===== src/rtl/exec_bypass_unit.sv =====
// Execute-stage operand bypass with load-use stall detection and a small
// history buffer holding WB writes that retire while execute is held.
module exec_bypass_unit #(
  parameter int XLEN       = 32,
  parameter int RBITS      = 5,
  parameter int NSRC       = 2,
  parameter int NWR        = 2,
  parameter int HIST_DEPTH = 2,
  parameter int CNT_W      = 16
) (
  input  logic                  clk,
  input  logic                  rst_n,
  input  logic                  halt,
  input  logic                  ex_valid,
  input  logic [NSRC*RBITS-1:0] src,
  input  logic [NSRC*XLEN-1:0]  rf_data,
  input  logic                  exo_valid,
  input  logic                  exo_load,
  input  logic [NWR*RBITS-1:0]  exo_tgt,
  input  logic [NWR*XLEN-1:0]   exo_res,
  input  logic                  mem_valid,
  input  logic                  mem_load,
  input  logic [NWR*RBITS-1:0]  mem_tgt,
  input  logic [NWR*XLEN-1:0]   mem_res,
  input  logic                  wb_valid,
  input  logic [NWR*RBITS-1:0]  wb_tgt,
  input  logic [NWR*XLEN-1:0]   wb_res,
  output logic [NSRC*XLEN-1:0]  op,
  output logic                  stall,
  output logic [NSRC-1:0]       fwd_hit,
  output logic [CNT_W-1:0]      stall_cycles,
  output logic [HIST_DEPTH-1:0] hist_valid
);

  localparam int NCAND = (3 + HIST_DEPTH) * NWR;
  localparam logic [CNT_W-1:0] CNT_MAX = {CNT_W{1'b1}};

  typedef enum logic {RUN, STALL} state_t;

  state_t                  state_q, state_d;
  logic [CNT_W-1:0]        cnt_q, cnt_d;
  logic [HIST_DEPTH-1:0]   hist_valid_q, hist_valid_d;
  logic [RBITS-1:0]        hist_tgt_q [HIST_DEPTH][NWR];
  logic [RBITS-1:0]        hist_tgt_d [HIST_DEPTH][NWR];
  logic [XLEN-1:0]         hist_res_q [HIST_DEPTH][NWR];
  logic [XLEN-1:0]         hist_res_d [HIST_DEPTH][NWR];

  // Flattened candidate list in priority order: exo, mem, wb, history newest..oldest.
  logic [NCAND-1:0]        cand_v;
  logic [NCAND-1:0]        cand_l;
  logic [RBITS-1:0]        cand_t [NCAND];
  logic [XLEN-1:0]         cand_r [NCAND];
  logic [NSRC-1:0]         src_ld;

  genvar gi, gj;
  generate
    for (gi = 0; gi < NWR; gi++) begin : g_pipe_cand
      assign cand_v[gi]         = exo_valid;
      assign cand_l[gi]         = exo_load;
      assign cand_t[gi]         = exo_tgt[gi*RBITS +: RBITS];
      assign cand_r[gi]         = exo_res[gi*XLEN +: XLEN];
      assign cand_v[NWR+gi]     = mem_valid;
      assign cand_l[NWR+gi]     = mem_load;
      assign cand_t[NWR+gi]     = mem_tgt[gi*RBITS +: RBITS];
      assign cand_r[NWR+gi]     = mem_res[gi*XLEN +: XLEN];
      assign cand_v[2*NWR+gi]   = wb_valid;
      assign cand_l[2*NWR+gi]   = 1'b0;
      assign cand_t[2*NWR+gi]   = wb_tgt[gi*RBITS +: RBITS];
      assign cand_r[2*NWR+gi]   = wb_res[gi*XLEN +: XLEN];
    end

    for (gi = 0; gi < HIST_DEPTH; gi++) begin : g_hist_cand
      for (gj = 0; gj < NWR; gj++) begin : g_slot
        assign cand_v[(3+gi)*NWR+gj] = hist_valid_q[gi];
        assign cand_l[(3+gi)*NWR+gj] = 1'b0;
        assign cand_t[(3+gi)*NWR+gj] = hist_tgt_q[gi][gj];
        assign cand_r[(3+gi)*NWR+gj] = hist_res_q[gi][gj];
      end
    end

    for (gi = 0; gi < NSRC; gi++) begin : g_src
      logic [RBITS-1:0] sreg;
      logic [XLEN-1:0]  sel;
      logic             hit;
      logic             ld;

      assign sreg = src[gi*RBITS +: RBITS];

      // Scan from lowest priority upward so the highest-priority match lands last.
      always_comb begin
        sel = rf_data[gi*XLEN +: XLEN];
        hit = 1'b0;
        ld  = 1'b0;
        if (sreg != '0) begin
          for (int c = NCAND - 1; c >= 0; c--) begin
            if (cand_v[c] && (cand_t[c] == sreg)) begin
              sel = cand_r[c];
              hit = 1'b1;
            end
          end
          for (int c = 0; c < 2 * NWR; c++) begin
            if (cand_v[c] && cand_l[c] && (cand_t[c] == sreg)) ld = 1'b1;
          end
        end
      end

      assign op[gi*XLEN +: XLEN] = sel;
      assign fwd_hit[gi]         = hit;
      assign src_ld[gi]          = ld;
    end
  endgenerate

  assign stall        = ex_valid && (|src_ld);
  assign stall_cycles = cnt_q;
  assign hist_valid   = hist_valid_q;

  always_comb begin
    state_d      = state_q;
    cnt_d        = cnt_q;
    hist_valid_d = hist_valid_q;
    hist_tgt_d   = hist_tgt_q;
    hist_res_d   = hist_res_q;
    if (!halt) begin
      if (stall) begin
        state_d = STALL;
        if (state_q == RUN) cnt_d = CNT_W'(1);
        else if (cnt_q != CNT_MAX) cnt_d = cnt_q + CNT_W'(1);
        for (int h = HIST_DEPTH - 1; h > 0; h--) begin
          hist_valid_d[h] = hist_valid_q[h-1];
          hist_tgt_d[h]   = hist_tgt_q[h-1];
          hist_res_d[h]   = hist_res_q[h-1];
        end
        hist_valid_d[0] = wb_valid;
        for (int w = 0; w < NWR; w++) begin
          hist_tgt_d[0][w] = wb_tgt[w*RBITS +: RBITS];
          hist_res_d[0][w] = wb_res[w*XLEN +: XLEN];
        end
      end else begin
        // Operands were consumed this cycle, so retained writes are stale.
        state_d      = RUN;
        hist_valid_d = '0;
      end
    end
  end

  always_ff @(posedge clk or negedge rst_n) begin
    if (!rst_n) begin
      state_q      <= RUN;
      cnt_q        <= '0;
      hist_valid_q <= '0;
      for (int h = 0; h < HIST_DEPTH; h++) begin
        for (int w = 0; w < NWR; w++) begin
          hist_tgt_q[h][w] <= '0;
          hist_res_q[h][w] <= '0;
        end
      end
    end else begin
      state_q      <= state_d;
      cnt_q        <= cnt_d;
      hist_valid_q <= hist_valid_d;
      hist_tgt_q   <= hist_tgt_d;
      hist_res_q   <= hist_res_d;
    end
  end

endmodule


===== config.mk =====
export PLATFORM = sky130hd
export DESIGN_NAME = exec_bypass_unit
export DESIGN_NICKNAME = d
export VERILOG_FILES = /design/src/rtl/exec_bypass_unit.sv
export SDC_FILE = /design/constraint.sdc
export NUM_CORES = 1
export LEC_CHECK = 0
export CORE_ASPECT_RATIO = 0.5
export CORE_MARGIN = 8
export CORE_UTILIZATION = 45
export CTS_CLUSTER_DIAMETER = 50
export CTS_CLUSTER_SIZE = 16
export DETAILED_ROUTE_END_ITERATION = 8
export GPL_TIMING_DRIVEN = 1
export PLACE_DENSITY_LB_ADDON = 0.05
export SETUP_SLACK_MARGIN = 0.02
export SYNTH_ARGS = -nofsm -noshare
export SYNTH_HDL_FRONTEND = slang
export SYNTH_SLANG_ARGS = --single-unit

===== constraint.sdc =====
create_clock -name clk -period 2.8 [get_ports clk]
set_clock_uncertainty 0.15 [all_clocks]
set_input_delay 0.56 -clock clk [delete_from_list [all_inputs] [get_ports clk]]
set_output_delay 0.56 -clock clk [all_outputs]
set_load 0.05 [all_outputs]

==> impl_metrics.env, run 1 <==
export IMPL_status="stopped before the end"
export IMPL_haltStage="5_1_grt"
export IMPL_error_message="[ERROR GRT-0232] Routing congestion too high. Check the congestion heatmap in the GUI."
export IMPL_synth_xor_area_share_pct=5.72
export IMPL_synth_flop_cell="dfrtp_1"
export IMPL_syn_avg_cell_area_um2=8.37
export IMPL_antenna_found_initial=20
export IMPL_cts_root_buf="clkbuf_16"
export IMPL_synth_top_family_by_area="compound AO/OA/AOI/OAI gates"
export IMPL_ys_ff_latch=167
export IMPL_synth_warnings=0
export IMPL_yosysSeqAreaShare_pct=29.0
export IMPL_clk_path_buf_depth=2
export IMPL_overflow=25
export IMPL_timing_grt_repair_worst_endpoint="op[13]"
export IMPL_cts_buffers=17
export IMPL_dpl_hpwl_mm=53.5
export IMPL_io_pin_count=390
export IMPL_place_inst=2701
export IMPL_rows=46
export IMPL_yosys_area_share_adder_pct=0.0870
export IMPL_yosysUniqueCellTypes=77
export IMPL_netlist_area_mm2=0.0144
export IMPL_die_h_um=142
export IMPL_ys_async_sr_fraction_pct=100
export IMPL_syn_inst=1718
export IMPL_start_util_pct=45.5
export IMPL_worstEpCategory="output port"
export IMPL_cts_htree_levels=4
export IMPL_gp_congestion=0.997
export IMPL_die_w_um=269
export IMPL_grt_max_degree=59
export IMPL_yosys_area_share_simple_pct=17.3
export IMPL_synth_edf_count=0
export IMPL_synthMuxAreaShare_pct=14.2
export IMPL_io_buffers=389
export IMPL_grtUsageTotal_pct=77.5
export IMPL_synth_compound_area_share_pct=27.5
export IMPL_cts_sinks=167
export IMPL_synthesis_nets=2024
[kinds of logic after synthesis]
kind of cell,count (synthesis)
xor gates and xnor gates,94
and+or+nand+nor,528
muxes,187
DFF,167
AOI/OAI and AO/OA,559
adders and majority gates,1
buffers and inverters,182
[through the flow]
stage	hold WS (ps)	setup slack [ps]	utilization [%]	instance area (um2)
2_1_floorplan	114	-244	-	16100
3_3_place_gp	268	-1210	73.3	23200
3_5_place_dp	267	-1240	73.3	23200
4_1_cts	286	-788	86.3	27300
[synth_stat cells, types with 9 or more instances]
| cell | instances | share of area, % |
|---|---|---|
| a21oi_1 | 64 | 2.2 |
| o22ai_1 | 39 | 1.7 |
| a211oi_1 | 25 | 1.3 |
| a221o_1 | 42 | 2.9 |
| and3_1 | 15 | 0.65 |
| nor4_1 | 18 | 0.78 |
| dfrtp_1 | 167 | 29 |
| inv_1 | 24 | 0.63 |
| nand2_1 | 136 | 3.5 |
| o21ai_0 | 130 | 4.5 |
| mux2i_1 | 49 | 3.4 |
| mux2_2 | 35 | 2.7 |
| nor2_1 | 189 | 4.9 |
| nand4_1 | 13 | 0.57 |
| a2111oi_0 | 14 | 0.85 |
| a31oi_1 | 25 | 1.1 |
| xnor2_1 | 54 | 3.3 |
| nand3_1 | 39 | 1.4 |
| mux2_1 | 103 | 8.1 |
| or2_2 | 9 | 0.39 |
| a221oi_1 | 83 | 5.1 |
| clkbuf_1 | 87 | 2.3 |
| nor3_1 | 32 | 1.1 |
| a222oi_1 | 25 | 1.7 |
| o31ai_1 | 17 | 0.89 |
| or3_1 | 32 | 1.4 |
| o21ai_1 | 23 | 0.80 |
| xor2_1 | 40 | 2.4 |
| buf_2 | 30 | 1.0 |
| buf_4 | 28 | 1.5 |
[what timing repair did]
| action | in CTS |
|---|---|
| hold endpoints to repair | 17 |
| pin swaps | 167 |
| buffers inserted | 107 |
| cloned | 29 |
| endpoints found under the setup margin | 232 |
| hold buffers | 1 |
| resized for setup | 483 |
[per-layer routing]
metal | GRT usage, % | GRT overflow
met3 | 72.8 | 1
met2 | 88.7 | 9
met1 | 75.4 | 1
met4 | 73.0 | 14
met5 | 50.5 | 0
==> run 2, diff against run 1 <==
==> config.mk (replaced) <==
export PLATFORM = sky130hd
export DESIGN_NAME = exec_bypass_unit
export DESIGN_NICKNAME = d
export VERILOG_FILES = /design/src/rtl/exec_bypass_unit.sv
export SDC_FILE = /design/constraint.sdc
export NUM_CORES = 1
export LEC_CHECK = 0
export CORE_MARGIN = 8
export CORE_UTILIZATION = 40
export DETAILED_ROUTE_END_ITERATION = 8
export GPL_TIMING_DRIVEN = 1
export PLACE_DENSITY_LB_ADDON = 0.15
export SYNTH_ARGS = -nofsm -noshare
export SYNTH_HDL_FRONTEND = slang
export SYNTH_SLANG_ARGS = --single-unit
==> constraint.sdc (replaced) <==
create_clock -name clk -period 3.6 [get_ports clk]
set_clock_uncertainty 0.15 [all_clocks]
set_input_delay 0.72 -clock clk [delete_from_list [all_inputs] [get_ports clk]]
set_output_delay 0.72 -clock clk [all_outputs]
set_load 0.05 [all_outputs]
==> impl_metrics.env, run 2 <==
export IMPL_synth_flop_cell="dfrtp_1"
export IMPL_yosysUniqueCellTypes=77
export IMPL_p_total_mw=8.86
export IMPL_die_area_mm2=0.0423
export IMPL_grtUsageTotal_pct=36.5
export IMPL_max_stage_delay_ps=350
export IMPL_rsz0062_at_grt="true"
export IMPL_cts_buffers=17
export IMPL_worstPathArrival_ps=3080
export IMPL_grt_pass1_wl_mm=118
export IMPL_antenna_found_initial=8
export IMPL_drive_gt1_share_pct=39.3
export IMPL_path_clk_slew_ps=70
export IMPL_final_common_cell="clkdlybuf4s50_1"
export IMPL_drt_wl_total_mm=84.3
export IMPL_crit_buf_inv=6
export IMPL_cts_htree_levels=4
export IMPL_finalHoldViolCount=0
export IMPL_grt_busiest_layer="met2"
export IMPL_period_needed_ps=3950
export IMPL_vias=19200
export IMPL_drtIter0Drc=2333
export IMPL_via_per_inst=6.73
export IMPL_syn_avg_cell_area_um2=8.37
export IMPL_largest_reg_flops=128
export IMPL_io_pin_count=390
export IMPL_max_slew_margin_pct=40.6
export IMPL_synth_edf_count=0
export IMPL_nFillCells=2364
export IMPL_path_common_cell="buf_6"
export IMPL_yosysSeqAreaShare_pct=29.0
export IMPL_areaGrowthSynthToFinish_pct=83.4
export IMPL_dpl_hpwl_mm=55.5
export IMPL_cts_root_buf="clkbuf_16"
export IMPL_die_w_um=206
export IMPL_start_util_pct=40.5
export IMPL_core_area_mm2=0.0355
export IMPL_grt_max_degree=74
export IMPL_clk_latency_ps=450
export IMPL_hold_buffers=0
export IMPL_io_buffers=389
export IMPL_drtAntennaViolNets=0
export IMPL_placed_area_mm2=0.0220
export IMPL_pre_cts_ws_ps=-806
export IMPL_fin_crit_sh_pct=110
export IMPL_synth_warnings=0
export IMPL_grt_pass1_vias=19100
export IMPL_crit_family="simple AND/OR/NAND/NOR gates"
export IMPL_post_route_util_pct=74.4
export IMPL_synth_common_cells="nor2_1 (189), dfrtp_1 (167), nand2_1 (136)"
export IMPL_use_met3_pct=9.49
export IMPL_use_met2_pct=57.9
export IMPL_slowest_stage="nor4_1"
export IMPL_stdcell_area_mm2=0.0264
export IMPL_clk_path_buf_depth=2
export IMPL_ys_top_cells_by_area="dfrtp_1 (29%), mux2_1 (8.1%), a221oi_1 (5.1%)"
export IMPL_setup_viol=67
export IMPL_status="complete, but fails checks"
export IMPL_syn_inst=1718
export IMPL_synth_most_common_cell="nor2_1"
export IMPL_fin_ws_ps=-349
export IMPL_met1_usage_pct=43.7
export IMPL_worstSetupEndpointType="output port"
export IMPL_ff_latch_area_mm2=0.00419
export IMPL_cts_sinks=167
export IMPL_first_pass_iters=7
export IMPL_crit_path_cell_trace="buf_6 -> buf_6 -> xor2_1 -> nor4_1 -> and3_2 -> nor2b_4 -> buf_6 -> buf_12 -> buf_6 -> a221oi_4 -> a21boi_4 -> o22a_1 -> buf_12"
export IMPL_max_freq_mhz=253
export IMPL_multi_input_area_mm2=0.0116
export IMPL_ys_async_sr_fraction_pct=100
export IMPL_power_per_cell_area_mw_per_mm2=336
export IMPL_die_h_um=206
export IMPL_holdCritPathClass="input pin to asynchronous set/reset pin"
export IMPL_synthesis_nets=2024
export IMPL_path_class="input pin to output port"
export IMPL_final_cell_mix="clkdlybuf4s50_1 (278), buf_4 (225), dfrtp_1 (162)"
export IMPL_overflow=0
export IMPL_crit_fanout=7
export IMPL_nets=2682
export IMPL_drv_cap=0
export IMPL_synthDominantCellAreaShare_pct=29.0
export IMPL_slew_violations=0
export IMPL_violations="negative setup slack"
export IMPL_ir_drop_mv=0.301
export IMPL_rows=69
export IMPL_cp_required_ps=2730
export IMPL_wl_per_cell_um=29.5
export IMPL_netlist_area_mm2=0.0144
export IMPL_gp_congestion=0.976
export IMPL_cp_start_kind="input pin"
export IMPL_power_leakage_nw=11.1
export IMPL_yosysTopAreaCell="dfrtp_1"
export IMPL_drc=0
export IMPL_worstMarginPinSlew_ps=883
export IMPL_cts_tree="built"
export IMPL_ys_ff_latch=167
## run 2: cell counts after synthesis
No cell type changed its count.
## run 2: logic make-up after synthesis
logic type	Yosys count	synth area share [%]
AO/OA/AOI/OAI	559	27.5
XOR/XNOR	94	5.72
adder cells (fa/ha/maj)	1	0.0870
buffers and inverters	182	6.11
flip-flops	167	29.0
multiplexers	187	14.2
AND/OR/NAND/NOR	528	17.3
## run 2: worst paths after layout
path,startpoint,end,slack (ps),cells past startpoint
setup reg to reg,stall_cycles[0],stall_cycles[6],1070,7
min in group clk,cand_r[32],cand_r[32],380,1
max in group asynchronous,rst_n,cand_r[45],2200,3
hold reg to reg,cand_r[32],cand_r[32],380,1
hold / removal,rst_n,cand_r[112],110,1
setup / recovery,src[1],op[2],-350,13
## run 2: final cells by class
class,instances,share of cell area [%]
antenna,10,0.0948
timing repair buffer,796,35.2
multi-input combinational,1370,44.0
clock buffer,20,1.73
inverter,24,0.341
sequential,167,15.9
tap,461,2.19
clock inverter,12,0.541
## run 2: routing by layer
| layer | vias to the layer above | part of all wire [%] |
|---|---|---|
| li1 | 7893 | - |
| met1 | 9192 | 35 |
| met2 | 1620 | 45 |
| met3 | 532 | 12 |
| met4 | 2 | 7.6 |
| met5 | - | 0.012 |
## run 2: power breakdown
group / internal (mW) / switching [mW]
logic: 1.87 / 1.80
clock network: 1.07 / 0.845
registers: 2.50 / 0.780
total: 5.44 / 3.42
## run 2: stage by stage
stage | instances | setup TNS (ps) | hold slack (ps)
final | 2860 | -13020 | 113
after global routing | 2856 | -17500 | 162
after CTS | 2817 | -8460 | 144
after detailed placement | 2706 | -89140 | 355
after global placement | 2706 | -77360 | 342
after floorplan | 1718 | -9.07 | 274
## run 2: timing repair
action	4_1_cts	5_1_grt
pin swaps	200	132
setup endpoints to repair	67	67
setup buffers	66	45
cloned	20	3
gates resized for setup	474	217
Power figures use the tool's default switching activity.
